$ cat src/rtl/ts_reader_pkg.sv
// Shared constants for the build-timestamp JTAG reader: instruction codes,
// data-register lengths and the bit layout of the 48-bit timestamp frame.
package ts_reader_pkg;

    localparam logic [1:0] IR_BYPASS  = 2'd0;
    localparam logic [1:0] IR_READ_TS = 2'd1;
    localparam logic [1:0] IR_READ_ID = 2'd2;
    localparam logic [1:0] IR_CLR_ERR = 2'd3;

    localparam int TS_LEN    = 48;
    localparam int ID_LEN    = 16;
    localparam int BYP_LEN   = 1;
    localparam int PAYLOAD_W = 38;

    // Frame layout, LSB first on the wire: 0, parity, minute .. revision, sync byte
    localparam int PAR_BIT     = 1;
    localparam int PAYLOAD_LSB = 2;
    localparam int MIN_LSB     = 2;
    localparam int HOUR_LSB    = 8;
    localparam int DAY_LSB     = 13;
    localparam int MONTH_LSB   = 18;
    localparam int YEAR_LSB    = 22;
    localparam int SUBREV_LSB  = 29;
    localparam int REV_LSB     = 33;
    localparam int SYNC_LSB    = 40;

    function automatic logic [5:0] dr_len(input logic [1:0] ir);
        case (ir)
            IR_READ_TS: dr_len = 6'(TS_LEN);
            IR_READ_ID: dr_len = 6'(ID_LEN);
            default:    dr_len = 6'(BYP_LEN);
        endcase
    endfunction

endpackage

$ cat src/rtl/ts_frame_pack.sv
// Combinational packing of the timestamp fields into the framed TS data register,
// with even parity over the 38 payload bits.
module ts_frame_pack
    import ts_reader_pkg::*;
#(
    parameter logic [7:0] SYNC_BYTE = 8'hA5
) (
    input  logic [6:0]        revision,
    input  logic [3:0]        subrevision,
    input  logic [6:0]        year,
    input  logic [3:0]        month,
    input  logic [4:0]        day,
    input  logic [4:0]        hour,
    input  logic [5:0]        minute,
    output logic [TS_LEN-1:0] frame
);

    always_comb begin
        frame = '0;
        frame[SYNC_LSB +: 8]   = SYNC_BYTE;
        frame[REV_LSB +: 7]    = revision;
        frame[SUBREV_LSB +: 4] = subrevision;
        frame[YEAR_LSB +: 7]   = year;
        frame[MONTH_LSB +: 4]  = month;
        frame[DAY_LSB +: 5]    = day;
        frame[HOUR_LSB +: 5]   = hour;
        frame[MIN_LSB +: 6]    = minute;
        frame[PAR_BIT]         = ^frame[PAYLOAD_LSB +: PAYLOAD_W];
    end

endmodule

$ cat src/rtl/timestamp_jtag_reader.sv
// Virtual-JTAG data-register side for reading the FPGA build timestamp,
// with BYPASS and ID registers and frame/shift-count status flags.
module timestamp_jtag_reader
    import ts_reader_pkg::*;
#(
    parameter logic [15:0] ID_CODE   = 16'h7E57,
    parameter logic [7:0]  SYNC_BYTE = 8'hA5
) (
    input  logic       clk,
    input  logic       reset_n,
    input  logic [1:0] ir_in,
    input  logic       v_cdr,
    input  logic       v_sdr,
    input  logic       v_udr,
    input  logic       tdi,
    output logic       tdo,
    input  logic [6:0] revision,
    input  logic [3:0] subrevision,
    input  logic [6:0] year,
    input  logic [3:0] month,
    input  logic [4:0] day,
    input  logic [4:0] hour,
    input  logic [5:0] minute,
    output logic       frame_read,
    output logic       shift_err,
    output logic [5:0] bit_count
);

    logic [TS_LEN-1:0] frame;
    logic [TS_LEN-1:0] ts_dr;
    logic [ID_LEN-1:0] id_dr;
    logic              byp_dr;
    logic [1:0]        ir_lat;

    ts_frame_pack #(.SYNC_BYTE(SYNC_BYTE)) u_pack (
        .revision    (revision),
        .subrevision (subrevision),
        .year        (year),
        .month       (month),
        .day         (day),
        .hour        (hour),
        .minute      (minute),
        .frame       (frame)
    );

    // Strobes are single-clk qualifiers with fixed priority v_cdr > v_sdr > v_udr;
    // a lower strobe asserted together with a higher one is dropped for that clk.
    always_ff @(posedge clk or negedge reset_n) begin
        if (!reset_n) begin
            ts_dr      <= '0;
            id_dr      <= '0;
            byp_dr     <= 1'b0;
            ir_lat     <= IR_BYPASS;
            bit_count  <= '0;
            frame_read <= 1'b0;
            shift_err  <= 1'b0;
            tdo        <= 1'b0;
        end else begin
            frame_read <= 1'b0;
            if (v_cdr) begin
                ir_lat    <= ir_in;
                bit_count <= '0;
                case (ir_in)
                    IR_READ_TS: begin
                        ts_dr <= frame;
                        tdo   <= frame[0];
                    end
                    IR_READ_ID: begin
                        id_dr <= ID_CODE;
                        tdo   <= ID_CODE[0];
                    end
                    default: begin
                        byp_dr <= 1'b0;
                        tdo    <= 1'b0;
                    end
                endcase
                if (ir_in == IR_CLR_ERR) shift_err <= 1'b0;
            end else if (v_sdr) begin
                if (bit_count != 6'd63) bit_count <= bit_count + 6'd1;
                // Register selection follows the instruction latched at capture
                case (ir_lat)
                    IR_READ_TS: begin
                        ts_dr <= {tdi, ts_dr[TS_LEN-1:1]};
                        tdo   <= ts_dr[1];
                    end
                    IR_READ_ID: begin
                        id_dr <= {tdi, id_dr[ID_LEN-1:1]};
                        tdo   <= id_dr[1];
                    end
                    default: begin
                        byp_dr <= tdi;
                        tdo    <= tdi;
                    end
                endcase
            end else if (v_udr) begin
                if (bit_count == dr_len(ir_lat)) frame_read <= (ir_lat == IR_READ_TS);
                else                             shift_err  <= 1'b1;
            end
        end
    end

endmodule

$ cat config.mk
export PLATFORM = sky130hd
export DESIGN_NAME = timestamp_jtag_reader
export DESIGN_NICKNAME = d
export VERILOG_FILES = /design/src/rtl/ts_reader_pkg.sv /design/src/rtl/ts_frame_pack.sv /design/src/rtl/timestamp_jtag_reader.sv
export SDC_FILE = /design/constraint.sdc
export NUM_CORES = 1
export LEC_CHECK = 0
export ABC_CLOCK_PERIOD_IN_PS = 2140
export BUFFER_PORTS_ARGS = -buffer_cell sky130_fd_sc_hd__buf_4
export CAP_MARGIN = 20
export CORE_MARGIN = 2
export CORE_UTILIZATION = 57
export CTS_CLUSTER_DIAMETER = 120
export CTS_CLUSTER_SIZE = 16
export DETAILED_ROUTE_END_ITERATION = 6
export PLACE_DENSITY = 0.85
export SLEW_MARGIN = 20
export SYNTH_ARGS = -nofsm -noshare
export SYNTH_HDL_FRONTEND = slang
export SYNTH_SLANG_ARGS = --single-unit
$ cat constraint.sdc
create_clock -name clk -period 2.14 [get_ports clk]
set_clock_uncertainty 0.05 [all_clocks]
set_input_delay 0.535 -clock clk [delete_from_list [all_inputs] [get_ports clk]]
set_output_delay 0.535 -clock clk [all_outputs]
set_load 0.02 [all_outputs]
==> results by group, run 1 <==
Run status
  • Outcome: finished, final reports clean

Power and ir drop
  • Pwr dens: about 850 mW/mm^2
  • Highest ir drop seen on vdd: 663 uV
  • Sw Ratio: around 28%
  • Sequential power share: 48.9%
  • Clock power share: between 20% and 30%
  • Psw: 1.03 mW
  • Combinational fraction of design power: 21.3%
  • Static leakage: 2.01 nW
  • P_int: ~2.6 mW

Critical path
  • Crit path max-delay family: simple AND/OR/NAND/NOR gates
  • FF-to-FF setup slack: 0.28 ns
  • R2R depth: 5
  • Worst Path Required: 2.31 ns
  • Worst r2r src: ir_lat[0]$_DFFE_PN0P_
  • Largest stage delay, worst path: 0.52 ns
  • Critical Path Sink: ts_dr[23]$_DFFE_PN0P_
  • Arrival time worst endpoint: ~2.0 ns
  • Crit path kind: reg -> reg
  • Crit-path slowest cell: and2_2
  • Critical Path Stages: 5
  • Worst reg2reg path endpoint: ts_dr[23]$_DFFE_PN0P_
  • Crit. End Element: register
  • CP max FO: 34
  • CP bufs+invs: 1
  • CP Launch Type: register
  • Crit-path cells: ha_1 -> nand3b_1 -> and2_2 -> buf_4 -> o21ai_0
  • Crit. Startpoint: ir_lat[0]$_DFFE_PN0P_

Logic synthesis
  • Top cells by area, synth: dfrtp_1, mux2i_1, xnor2_1
  • Syn nets: 393
  • Top-area cell type share of the netlist area: 50.9%
  • Post-Syn Instances: 343
  • Yosys warning count: 0
  • Avg Inst Size Synth: 10.5 sq um
  • Synth area leader: dfrtp_1
  • Synth cell types: 32
  • FF+latch count, synth: 73
  • Mapped Area: 0.00359 sq mm
  • Sequential share of the synthesized area: 50.9%

Timing
  • Setup ws final: around 0.28 ns
  • Period utilization: 86.8%
  • Slew Limit Fails: 0
  • Endpoints failing hold: 0
  • Final number of setup-violating endpoints: 0
  • Worst slew pin tran: 0.638 ns
  • Fmax achieved: 539 MHz
  • Rel. slew slack: a little under three fifths
  • Tmin final: 1.86 ns
  • Hold slack final: slightly below 0.008 ns
  • Unrepaired setup endpoints after global routing: no

CTS
  • Worst-path clk slew: 0.07 ns
  • CTS Buffer Depth: 2
  • Inserted Clock Buffers: 9
  • CTS hold repair buffers: 0
  • CTS H-Tree Depth: 3
  • CTS tree: built
  • Root buf cell: clkbuf_8
  • Clk sinks: 73
  • Clock Latency Late Sink: between 0.3 and 0.4 ns
  • Postcts setup bufs: 0
  • Post-CTS resize count: 0

Finish
  • Area Growth Syn to Fin: 19.5%
  • Share of post-route cells with drive strength above 1: 19.9%
  • Finished Layout Cells: 478
  • Nets: 448
  • Most common cell after layout, fill and taps aside: dfrtp_1
  • Commonest cells after routing, fill and taps aside: dfrtp_1, buf_4, nand2_1, o21ai_0, mux2i_1
  • Ant. Diodes: 0

Placement
  • Port bufs: 54
  • Inst Count DP: ~460
  • Global placement routability congestion: 0.801
  • Detail Placement HPWL: 4.81 mm
  • Pre-CTS setup slack: -0.0120 ns

Job
  • Max cap viols: 0

Detailed routing
  • Detailed Route WL: approximately 7.0 mm
  • Via Count: ~2,600
  • Initial drt markers: 142
  • DR vias/cell: 5.49
  • DRC: 0
  • Avg WL per Cell: 14.7 um
  • Post-DRT Antenna Nets: 0
  • Drt pass-1 iters: 4

Min path
  • Hold WC Path Type: in -> async

Floorplanning
  • Die area: 0.00694 sq mm
  • Die W: roughly 83 um
  • Core Rows: 28
  • Die Y: about 83 um
  • Initial Util: 59.9%
  • CORE AREA: 0.00599 sq mm
  • Io pins: 55

Global routing
  • Pin count of the biggest net entering global routing: 63
  • Number of global-route vias before repair: 2,660
  • GR Overflow Total: 0
  • First-pass GRT wire length: 12.4 mm
  • Initial antenna violation count: 0
  • GRT Util Overall: 22.1%
==> Yosys cell counts (all sizes together) <==
cell type and instances:
o21ai 48, a31oi 2, xnor2 32, dfrtp 73, and2 1, inv 7
nor3b 1, xor2 8, nor3 6, and3 1, clkbuf 16, nand2 48
a21o 1, o22a 7, nand3 5, nand3b 5, a211oi 1, a22o 4
xnor3 1, nor2 18, nand4 2, nand4b 1, o31ai 4, buf 2
mux2i 39, a221oi 1, ha 4, or3 1, a21oi 4
==> how the worst min path moves through the flow <==
stage                        from                  endpoint  slack, ns  cells after the start
after global placement    reset_n  bit_count[3]$_DFFE_PN0P_       0.37                      1
after CTS                 reset_n  bit_count[1]$_DFFE_PN0P_      0.004                      1
after global routing      reset_n  bit_count[3]$_DFFE_PN0P_       0.01                      1
after floorplan           reset_n  bit_count[0]$_DFFE_PN0P_       0.19                      0
final                     reset_n  bit_count[1]$_DFFE_PN0P_      0.008                      1
after detailed placement  reset_n  bit_count[3]$_DFFE_PN0P_       0.38                      1
==> cell families after synthesis <==
kind of cell	after synthesis	share of synthesized area, %
AND/OR/NAND/NOR	89	10.8
flip-flops	73	50.9
AO/OA/AOI/OAI	72	12.0
XOR/XNOR	41	10.4
multiplexers	39	10.9
buffers and inverters	25	3.59
adder cells (fa/ha/maj)	4	1.40
==> flip-flops by register name, summed over array words and instances, names as in the netlist <==
signal	count
ts_dr	47
tdo	1
id_dr	15
frame_read	1
bit_count	6
ir_lat	2
shift_err	1
==> power by group through the flow <==
| stage | Combinational (mW) | Sequential, mW | Clock (mW) |
|---|---|---|---|
| after floorplan | 0.543 | 1.78 | 0 |
| after CTS | 0.793 | 1.79 | 1.12 |
| final | 0.781 | 1.79 | 1.09 |
| after detailed placement | 0.784 | 1.81 | 0 |
| after global placement | 0.750 | 1.80 | 0 |
| after global routing | 0.891 | 1.82 | 1.18 |
==> routing by layer <==
| metal | GRT usage [%] | wire [um] |
|---|---|---|
| met1 | 28.9 | 3080 |
| met2 | 36.1 | 3590 |
| met3 | 4.37 | 200 |
| met4 | 9.39 | 154 |
| met5 | 0 | 0 |
==> cell type report <==
class,count,area (sq um)
clock inverter,5,53.8
clock buffer,11,151
multi-input combinational,245,1630
inverter,7,26.3
timing repair buffer,62,503
fill,449,1700
sequential,73,1830
tap,75,93.8
==> metrics by stage <==
| step | utilization [%] | setup TNS [ns] | instance area (sq um) | power (mW) |
|---|---|---|---|---|
| detailed placement | 68.1 | -0.0120 | 4080 | 2.60 |
| global placement | 68.1 | 0 | 4080 | 2.55 |
| floorplan | - | 0 | 3590 | 2.32 |
| global route | 71.6 | 0 | 4290 | 3.89 |
| CTS | 71.6 | 0 | 4290 | 3.70 |
| finish | 71.6 | 0 | 4290 | 3.66 |
(Power assumes the default switching activity.)
==> inputs of run 2 (changes only) <==
Settings changed: ABC_CLOCK_PERIOD_IN_PS 2140 to 2000, CELL_PAD_IN_SITES_DETAIL_PLACEMENT set to 0, CELL_PAD_IN_SITES_GLOBAL_PLACEMENT set to 1, CORE_MARGIN 2 to unset, CORE_UTILIZATION 57 to 44, PLACE_DENSITY 0.85 to 0.84.
Clock period 2.14 ns to 2 ns, I/O delays scaled along.
==> results by group, run 2 (synthesis results as in run 1) <==
Finish
  • Biggest regs: ts_dr (47), id_dr (15), bit_count (6)
  • Fin util: 56.3% (-15 points)
  • Share of post-route cells with drive strength above 1: 21.2% (+1.4 points)
  • Ant. Diodes: 0 (unchanged)
  • Commonest cells after routing, fill and taps aside: dfrtp_1, buf_4, nand2_1, o21ai_0, mux2i_1
  • Most common cell after layout, fill and taps aside: dfrtp_1
  • Fill cell count: 708 (+58%)
  • Final instance area: 0.00439 sq mm (+2.5%)
  • Area Growth Syn to Fin: 22.5%
  • Most flops, register: ts_dr
  • Nets: 456 (+1.8%)
  • Largest register FFs: 47 (unchanged)

CTS
  • Inserted Clock Buffers: 9 (unchanged)
  • Root buf cell: clkbuf_8
  • CTS H-Tree Depth: 3 (unchanged)
  • CTS tree: built
  • Post-CTS resize count: 0 (unchanged)
  • Worst-path clk slew: 0.07 ns (about the same)
  • Clock Latency Late Sink: 0.33 ns (about the same)
  • Clk sinks: 73 (unchanged)
  • CTS Buffer Depth: 2 (unchanged)
  • CTS hold repair buffers: 0 (unchanged)
  • Postcts setup bufs: 0 (unchanged)

Timing
  • Tmin final: 1.82 ns
  • Fmax achieved: 549 MHz
  • Worst slew pin tran: 0.395 ns (-0.243 ns)
  • Setup ws final: 0.177 ns (-0.107 ns)
  • Slew Limit Fails: 0 (unchanged)
  • Rel. slew slack: 73.6% (+16 points)
  • TNS Setup: 0 ns (unchanged)
  • Endpoints failing hold: 0 (unchanged)
  • Unrepaired setup endpoints after global routing: no
  • Final number of setup-violating endpoints: 0 (unchanged)
  • Period utilization: 91.2%

Detailed routing
  • Via Count: 2,594 (-1.1%)
  • Post-DRT Antenna Nets: 0 (unchanged)
  • Detailed Route WL: 7.06 mm (+0.46%)
  • Initial drt markers: 99 (-30%)
  • Drt pass-1 iters: 4 (unchanged)
  • DRC: 0 (unchanged)
  • DR vias/cell: 5.07 (-7.6%)
  • Avg WL per Cell: 13.8 um (-6.2%)

Floorplanning
  • Io pins: 55 (unchanged)
  • Die area: 0.00851 sq mm (+23%)
  • CORE AREA: 0.00781 sq mm (+30%)
  • Core Rows: 32 (+14%)
  • Initial Util: 45.9% (-14 points)
  • Die W: 92.3 um (+11%)
  • Die Y: 92.3 um (+11%)

Global routing
  • Pin count of the biggest net entering global routing: 42 (-33%)
  • Number of global-route vias before repair: 2,558 (-3.8%)
  • GRT Util Overall: 17.7% (-4.4 points)
  • Initial antenna violation count: 0 (unchanged)
  • First-pass GRT wire length: 11.9 mm (-4.2%)
  • GR Overflow Total: 0 (unchanged)

Min path
  • Hold WC Path Type: in -> async

Power and ir drop
  • Highest ir drop seen on vdd: 425 uV (-36%)
  • Design Power: 4.00 mW (+9.3%)
  • Sequential power share: 47.8% (-1.1 points)
  • P_int: 2.92 mW (+11%)
  • Static leakage: 2.05 nW (+1.7%)
  • Pwr dens: 912 mW/mm^2 (+6.6%)
  • Psw: 1.09 mW (+5.4%)
  • Combinational fraction of design power: 21.1% (-0.2 points)
  • Clock power share: 31.2% (+1.4 points)
  • Sw Ratio: 27.1% (-0.99 points)

Critical path
  • Arrival time worst endpoint: 1.99 ns (-0.03 ns)
  • Crit path max-delay family: XOR/XNOR gates
  • CP bufs+invs: 2 (+1)
  • CP max FO: 2 (-94%)
  • Worst Path Required: 2.17 ns (-0.14 ns)
  • CP Launch Type: input port
  • Crit-path slowest cell: xnor3_1
  • Largest stage delay, worst path: 0.34 ns (-0.18 ns)
  • Cell mode on critical path: xnor2_1
  • Crit. End Element: register
  • Crit path kind: in -> reg
  • Crit-path cells: buf_4 -> xor2_1 -> xnor2_1 -> buf_4 -> xnor2_1 -> xnor3_1 -> xnor2_1 -> a21oi_1 -> a21o_1

Placement
  • Global placement routability congestion: 0.740 (-7.5%)
  • Pre-CTS setup slack: -0.144 ns (-0.132 ns)
  • Dpl cell area: 0.00418 sq mm (+2.3%)
  • Detail Placement HPWL: 5.05 mm (+5.1%)
  • Port bufs: 54 (unchanged)

Job
  • Max cap viols: 0 (unchanged)

Run status
  • Outcome: finished, final reports clean
-- run 2: cell types whose count changed in the layout (fill, tap and decap cells not counted), sizes merged --
cell / delta
bufinv: +1
clkinvlp: +2
clkinv: -3
clkbuf: -1
buf: +8
-- run 2: power groups by stage --
stage | logic [mW] | registers, mW | clock network, mW
after floorplan | 0.581 | 1.90 | 0
after global placement | 0.829 | 1.93 | 0
after detailed placement | 0.857 | 1.94 | 0
after CTS | 0.861 | 1.91 | 1.28
after global routing | 0.954 | 1.95 | 1.34
final | 0.845 | 1.91 | 1.25
-- run 2: layer usage --
metal / GRT usage, % / routed length [um] / up-vias
met3: 2.49 / 165 / 9
met2: 27.9 / 3440 / 41
met1: 24.6 / 3380 / 1238
li1: - / - / 1306
met5: 0 / 0 / -
met4: 7.03 / 84 / 0
-- run 2: cell type report --
class                      instances  area, sq um  area share (%)
clock buffer                      10          138            3.13
clock inverter                     5         80.1            1.82
tap                              102          128            2.91
timing repair buffer              70          563            12.8
sequential                        73         1830            41.6
inverter                           7         26.3           0.598
multi-input combinational        245         1630            37.1
-- run 2: final timing paths --
kind / cells after the start / endpoint / slack, ns / startpoint
max reg2reg: 5 / ts_dr[28]$_DFFE_PN0P_ / 0.23 / ir_lat[0]$_DFFE_PN0P_
min: 1 / bit_count[3]$_DFFE_PN0P_ / 0.04 / reset_n
min in group clk: 3 / ir_lat[1]$_DFFE_PN0P_ / 0.37 / ir_in[1]
max in group asynchronous: 2 / ts_dr[8]$_DFFE_PN0P_ / 1.32 / reset_n
min reg2reg: 2 / ts_dr[11]$_DFFE_PN0P_ / 0.43 / ts_dr[11]$_DFFE_PN0P_
max: 9 / ts_dr[1]$_DFFE_PN0P_ / 0.18 / revision[3]
-- run 2: per-stage QoR --
step	hold WS (ns)	std cells
after floorplan	0.154	343
after global placement	0.398	497
after detailed placement	0.397	497
after CTS	0.0341	512
after global routing	0.0456	512
final	0.0372	512
